File: config.mk
export PLATFORM = sky130hd
export DESIGN_NAME = multi_channel_accumulator
export DESIGN_NICKNAME = d
export VERILOG_FILES = /design/src/rtl/mac_acc_pkg.sv /design/src/rtl/multi_channel_accumulator_lane.sv /design/src/rtl/multi_channel_accumulator.sv
export SDC_FILE = /design/constraint.sdc
export NUM_CORES = 1
export LEC_CHECK = 0
export ABC_AREA = 1
export CAP_MARGIN = 20
export CELL_PAD_IN_SITES_DETAIL_PLACEMENT = 1
export CELL_PAD_IN_SITES_GLOBAL_PLACEMENT = 2
export CORE_ASPECT_RATIO = 2
export CORE_MARGIN = 5
export CORE_UTILIZATION = 32
export DETAILED_ROUTE_END_ITERATION = 6
export GPL_TIMING_DRIVEN = 0
export PLACE_DENSITY_LB_ADDON = 0.1
export SYNTH_ARGS = -nofsm -noshare
export SYNTH_HDL_FRONTEND = slang
export SYNTH_HIERARCHICAL = 1
export SYNTH_SLANG_ARGS = --single-unit
File: constraint.sdc
create_clock -name clk -period 4.4 [get_ports clk]
set_input_delay 0.66 -clock clk [delete_from_list [all_inputs] [get_ports clk]]
set_output_delay 0.66 -clock clk [all_outputs]
set_load 0.005 [all_outputs]
File: src/rtl/mac_acc_pkg.sv
// mac_acc_pkg
//   Shared definitions for the multi-lane accumulator.
//   - out_state_t : result buffer state (EMPTY / FULL)
//   - COUNT_W     : width of the per-window beat counter
//   - sat_add     : signed add of two sign-extended operands with overflow
//                   detection at a run-time width, optionally saturating
package mac_acc_pkg;

   typedef enum logic {
      EMPTY = 1'b0,
      FULL  = 1'b1
   } out_state_t;

   localparam int COUNT_W   = 16;
   localparam int SAT_MAX_W = 64;

   typedef struct packed {
      logic                 ovf;
      logic [SAT_MAX_W-1:0] value;
   } sat_result_t;

   // Operands must already be sign-extended from 'width' bits to SAT_MAX_W.
   // Only value[width-1:0] is meaningful; the caller keeps that slice.
   function automatic sat_result_t sat_add(
      input logic [SAT_MAX_W-1:0] a,
      input logic [SAT_MAX_W-1:0] b,
      input logic [6:0]           width,
      input logic                 sat_en
   );
      logic [SAT_MAX_W:0]   sum;
      logic [SAT_MAX_W-1:0] half;
      sat_result_t          res;
      sum  = {a[SAT_MAX_W-1], a} + {b[SAT_MAX_W-1], b};
      // half = 2^(width-1): magnitude of the most negative value
      half = {{(SAT_MAX_W-1){1'b0}}, 1'b1} << (width - 7'd1);
      // The exact sum fits in width+1 bits; it is out of range when the
      // top two of those bits disagree.
      res.ovf = sum[width] ^ sum[width - 7'd1];
      if (res.ovf && sat_en) begin
         res.value = sum[width] ? (~half + 64'd1) : (half - 64'd1);
      end else begin
         res.value = sum[SAT_MAX_W-1:0];
      end
      return res;
   endfunction

endpackage

File: src/rtl/multi_channel_accumulator_lane.sv
// acc_lane
//   One signed accumulator lane: ACC_W+1 adder, saturate/wrap, accumulator
//   register and sticky overflow flag.
//   Ports:
//     clk, reset  : clock, asynchronous active-high reset
//     clear       : zero accumulator and flag (window abort)
//     en          : accept the current sample
//     load        : this accepted sample closes the window; the register
//                   restarts at zero while 'sum'/'ovf' carry the final value
//     sample      : signed input, DATA_W bits
//     sum         : accumulator value including the current sample
//     ovf         : sticky flag including the current sample
module acc_lane
   import mac_acc_pkg::*;
#(
   parameter int DATA_W = 16,
   parameter int ACC_W  = 21,
   parameter int SAT_EN = 1
) (
   input  logic              clk,
   input  logic              reset,
   input  logic              clear,
   input  logic              en,
   input  logic              load,
   input  logic [DATA_W-1:0] sample,
   output logic [ACC_W-1:0]  sum,
   output logic              ovf
);

   logic [ACC_W-1:0]     acc_reg;
   logic                 flag_reg;
   sat_result_t          add_res;
   logic [SAT_MAX_W-1:ACC_W] upper_unused;

   always_comb begin
      add_res = sat_add({{(SAT_MAX_W-ACC_W){acc_reg[ACC_W-1]}}, acc_reg},
                        {{(SAT_MAX_W-DATA_W){sample[DATA_W-1]}}, sample},
                        7'(ACC_W), SAT_EN != 0);
   end

   assign sum          = add_res.value[ACC_W-1:0];
   assign upper_unused = add_res.value[SAT_MAX_W-1:ACC_W];
   assign ovf          = flag_reg | add_res.ovf;

   always_ff @(posedge clk or posedge reset) begin
      if (reset) begin
         acc_reg  <= '0;
         flag_reg <= 1'b0;
      end else if (clear) begin
         acc_reg  <= '0;
         flag_reg <= 1'b0;
      end else if (en) begin
         acc_reg  <= load ? '0 : sum;
         flag_reg <= load ? 1'b0 : ovf;
      end
   end

endmodule

File: src/rtl/multi_channel_accumulator.sv
// multi_channel_accumulator
//   NUM_CH signed accumulator lanes with window framing (in_last or a fixed
//   beat count), per-lane saturation and sticky overflow, and a one-entry
//   valid/ready result buffer.
//   Ports:
//     clk, reset            : clock, asynchronous active-high reset
//     clear_acc             : abort the current window (blocks input that cycle)
//     in_valid/in_ready     : input handshake
//     in_data, in_last      : packed lanes (k at [k*DATA_W +: DATA_W]), end of window
//     out_valid/out_ready   : result handshake
//     out_data              : packed lane sums (k at [k*ACC_W +: ACC_W])
//     out_ovf, out_count    : per-lane sticky overflow, beats in window
module multi_channel_accumulator
   import mac_acc_pkg::*;
#(
   parameter int DATA_W  = 16,
   parameter int ACC_W   = 21,
   parameter int NUM_CH  = 4,
   parameter int WIN_LEN = 0,
   parameter int SAT_EN  = 1
) (
   input  logic                     clk,
   input  logic                     reset,
   input  logic                     clear_acc,
   input  logic                     in_valid,
   output logic                     in_ready,
   input  logic [NUM_CH*DATA_W-1:0] in_data,
   input  logic                     in_last,
   output logic                     out_valid,
   input  logic                     out_ready,
   output logic [NUM_CH*ACC_W-1:0]  out_data,
   output logic [NUM_CH-1:0]        out_ovf,
   output logic [COUNT_W-1:0]       out_count
);

   out_state_t                state_reg;
   out_state_t                state_next;
   logic                      load_buf;
   logic                      accept;
   logic                      close;
   logic                      win_hit;
   logic [COUNT_W-1:0]        count_reg;
   logic [COUNT_W-1:0]        count_inc;
   logic [COUNT_W:0]          count_plus;
   logic [NUM_CH*ACC_W-1:0]   lane_sum;
   logic [NUM_CH-1:0]         lane_ovf;
   logic [NUM_CH*ACC_W-1:0]   data_reg;
   logic [NUM_CH-1:0]         ovf_reg;
   logic [COUNT_W-1:0]        count_out_reg;

   // Ready depends only on registered state and the abort strobe; a full
   // buffer can still take a beat when the consumer drains it this cycle.
   assign in_ready = !clear_acc && (state_reg == EMPTY || out_ready);
   assign accept   = in_valid && in_ready;

   // The unsaturated count+1 drives the auto-close compare, so a saturated
   // counter never spuriously matches.
   assign count_plus = {1'b0, count_reg} + {{COUNT_W{1'b0}}, 1'b1};
   assign count_inc  = (count_reg == {COUNT_W{1'b1}}) ? count_reg : count_plus[COUNT_W-1:0];
   assign win_hit    = (WIN_LEN != 0) && (count_plus == (COUNT_W+1)'(WIN_LEN));
   assign close      = accept && (in_last || win_hit);

   generate
      for (genvar gi = 0; gi < NUM_CH; gi++) begin : g_lane
         acc_lane #(
            .DATA_W (DATA_W),
            .ACC_W  (ACC_W),
            .SAT_EN (SAT_EN)
         ) u_lane (
            .clk    (clk),
            .reset  (reset),
            .clear  (clear_acc),
            .en     (accept),
            .load   (close),
            .sample (in_data[gi*DATA_W +: DATA_W]),
            .sum    (lane_sum[gi*ACC_W +: ACC_W]),
            .ovf    (lane_ovf[gi])
         );
      end
   endgenerate

   always_ff @(posedge clk or posedge reset) begin
      if (reset) begin
         count_reg <= '0;
      end else if (clear_acc) begin
         count_reg <= '0;
      end else if (accept) begin
         count_reg <= close ? '0 : count_inc;
      end
   end

   always_comb begin
      state_next = state_reg;
      load_buf   = 1'b0;
      case (state_reg)
         EMPTY: begin
            if (close) begin
               state_next = FULL;
               load_buf   = 1'b1;
            end
         end
         FULL: begin
            // A close while full implies out_ready: replace without a bubble.
            if (close) begin
               load_buf = 1'b1;
            end else if (out_ready) begin
               state_next = EMPTY;
            end
         end
         default: state_next = EMPTY;
      endcase
   end

   always_ff @(posedge clk or posedge reset) begin
      if (reset) begin
         state_reg     <= EMPTY;
         data_reg      <= '0;
         ovf_reg       <= '0;
         count_out_reg <= '0;
      end else begin
         state_reg <= state_next;
         if (load_buf) begin
            data_reg      <= lane_sum;
            ovf_reg       <= lane_ovf;
            count_out_reg <= count_inc;
         end
      end
   end

   assign out_valid = (state_reg == FULL);
   assign out_data  = data_reg;
   assign out_ovf   = ovf_reg;
   assign out_count = count_out_reg;

endmodule

==> results.json <==
{
  "status": "complete, no violations",
  "setup_viol": 0,
  "port_buffers": 175,
  "fin_area_um2": 18200,
  "vdd_ir_drop_max_uv": 301,
  "p_leak_nw": 9.96,
  "worstHoldPathType": "flip-flop to flip-flop",
  "vias": 14300,
  "synth_area_um2": 14800,
  "layout-drive-gt1-share": 0.0883,
  "antenna_found_initial": 2,
  "tns_ns": 0,
  "synth_top_family_by_area": "simple AND/OR/NAND/NOR gates",
  "routed_via_density": 4.82,
  "synth-seq-area-share": 0.353,
  "fill_cells": 5838,
  "first_global_vias": 15600,
  "hold_depth": 2,
  "max_stage_delay_ns": 0.50,
  "min_period_ns": 2.93,
  "multi_input_area_um2": 8490,
  "post-cts-setup-buffer-count": 0,
  "start_util": 0.324,
  "synth.area.mux_share": 0,
  "grtUsageTotal": 0.214,
  "drt-total-wl_um": 54700,
  "place_area_um2": 17300,
  "synth_ff_type": "dfrtp_1",
  "synth_compound_area_frac": 0.0516,
  "ctsResizeCount": 0,
  "dr.pass1.iters": 4,
  "reg2regPathDepth": 16,
  "place.gp.congestion": 0.856,
  "cp.required_ns": 4.85,
  "wire_per_inst_um": 18.4,
  "yosysWarnings": 6,
  "drv_slew": 0,
  "antenna_left": 0,
  "synthXorXnorAreaFrac": 0.0354,
  "slowest_stage": "clkdlybuf4s50_1",
  "holdBufCountCts": 0,
  "htreeDepth": 1,
  "crit_fanout": 10,
  "num_io_pins": 176,
  "grt_pass1_wl_um": 85600,
  "avgSynthCellArea_um2": 6.77,
  "core_area_um2": 45800,
  "numCtsBuffers": 23,
  "worst_pin_slew_ns": 0.629,
  "fin_crit_sh": 0.665,
  "synth_edf_count": 0,
  "clock_tree.root_cell": "clkbuf_16",
  "hold-path-endpoint": "out_data[59]",
  "crit_arrival_ns": 3.37,
  "num-nets-final": 2556,
  "async_flop_share": 1.00,
  "grt_max_degree": 80,
  "grt_setup_unrepaired": "no",
  "total_power_mw": 7.01,
  "synth_simple_gate_area_frac": 0.408,
  "synth_cells": 2192,
  "cpMostUsedCell": "nand2_1",
  "ys_ff_latch": 209,
  "drc": 0,
  "fp.dieArea_um2": 51000,
  "min_from": "out_data[59]",
  "place_ws_ns": 0.870,
  "drt-initial-drc-count": 398,
  "area_delta_synth_final_pct": 22.6,
  "clock_skew_ns": 0.0132,
  "r2r_slack_ns": 1.72,
  "drv_cap": 0,
  "r2r_start": "g_lane[3].u_lane/acc_reg[0]",
  "hold_violations": 0,
  "utilization": 0.397,
  "die_h_um": 314,
  "seqCellArea_um2": 5230,
  "overflow": 0,
  "clk_pin_slew_ns": 0.07,
  "end_kind": "flip-flop",
  "cts_tree": "built",
  "grt_use_met2": 0.448,
  "clkSinkCount": 209,
  "worstPathCellList": "clkdlybuf4s50_1, ha_1, inv_1, fa_1, inv_1, nand3_1, nand2_1, nand3b_1, nand4_1, nand2_1, nand2_2, buf_6, nand3_1, nand2_1, nand2_1",
  "clock.fmax_mhz": 342,
  "synthAdderAreaFrac": 0.0771,
  "syn-num-nets": 2351,
  "power.density_nw_per_um2": 386,
  "die_width_um": 162,
  "ys_types": 31,
  "r2r-end": "out_data[72]",
  "top_usage_layer": "met2",
  "grt_util_met1": 0.205,
  "row_count": 111,
  "clk-insertion-delay-late_ns": 0.55,
  "hpwl_um": 44900,
  "cp-start-kind": "primary input",
  "crit_type": "primary input to flip-flop",
  "antenna_cells": 0,
  "relSlewSlack": 0.580,
  "clk_path_buf_depth": 3,
  "setup_ws_ns": 1.47,
  "grt_use_met3": 0.0299
}
[power by group]
part           total, mW  internal (mW)  switching (mW)
clock network       2.00           1.10           0.895
registers           2.46           2.24           0.217
logic               2.56           1.10            1.45
total               7.01           4.45            2.57
[how the worst max path moves through the flow]
stage | startpoint | endpoint | slack [ns] | cells after the start
after global placement | reset | out_data[30] | -1.87 | 2
after CTS | in_data[48] | out_data[72] | 1.47 | 17
after floorplan | reset | count_reg[0] | 0.53 | 1
after detailed placement | in_data[32] | out_ovf[2] | 0.87 | 15
after global routing | in_data[0] | out_data[7] | 1.28 | 17
final | in_data[32] | out_ovf[2] | 1.47 | 15
[critical path: cells and delay by family]
kind | cells | cell delay, ns
AND/OR/NAND/NOR | 9 | 1.17
buffers and inverters | 4 | 0.89
adder cells (fa/ha/maj) | 2 | 0.63
[routing by layer]
metal | up-vias | part of all wire | wire (µm)
li1 | 7216 | - | -
met1 | 6831 | 0.35 | 19000
met2 | 215 | 0.58 | 32000
met3 | 79 | 0.035 | 1890
met4 | 4 | 0.033 | 1790
met5 | - | 0.00059 | 32
[metrics by stage]
stage               instances  hold slack [ns]
finish                   2977            0.466
global route             2977            0.485
CTS                      2973            0.472
detailed placement       2933            0.457
global placement         2932            0.455
floorplan                2192            0.453
[Yosys cell counts (17+ instances only)]
library cell / n / area, µm²
nand4_1: 33 / 206
buf_2: 17 / 85.1
inv_1: 183 / 687
xnor2_1: 24 / 210
nand2_1: 1047 / 3930
dfrtp_1: 209 / 5230
nand3_1: 80 / 400
nor2_1: 131 / 492
xor2_1: 36 / 315
ha_1: 85 / 1060
o21ai_0: 34 / 170
a21oi_1: 76 / 380
nand2_2: 95 / 594
o21bai_1: 23 / 173
buf_6: 18 / 203
[cells by family (layout without fill, tap and decap cells)]
family / Yosys count / in the layout
AOI/OAI and AO/OA: 140 / 140
buffers and inverters: 249 / 469
DFF: 209 / 209
xor gates and xnor gates: 60 / 60
adders and majority gates: 89 / 89
and+or+nand+nor: 1445 / 1445
[area by class of cell]
cell class / count / share of cell area
plain buffers: 57 / 0.0218
clock buffers: 27 / 0.0330
clock inverters: 13 / 0.00798
inverters: 192 / 0.0399
multi-input cells: 1734 / 0.467
flip-flops and latches: 209 / 0.288
well taps: 565 / 0.0389
repair buffers: 180 / 0.104
[layout by cell type (no fill, tap or decap), types with 6 or more instances in the layout]
master and n:
xor2_1 36, buf_6 18, o21ai_0 34, clkbuf_1 18
clkbuf_16 23, nand3b_1 13, buf_4 7, nor2_2 8
nor2_4 6, and2_1 8, clkdlybuf4s50_1 175, inv_1 182
a21oi_1 76, buf_2 17, dfrtp_1 209, nand2_2 95
nand4_1 33, nor3_1 8, ha_1 85, o21bai_1 23
nand3_1 80, nor2_1 131, inv_2 9, nand2_1 1047
xnor2_1 24
(Power assumes the default switching activity.)
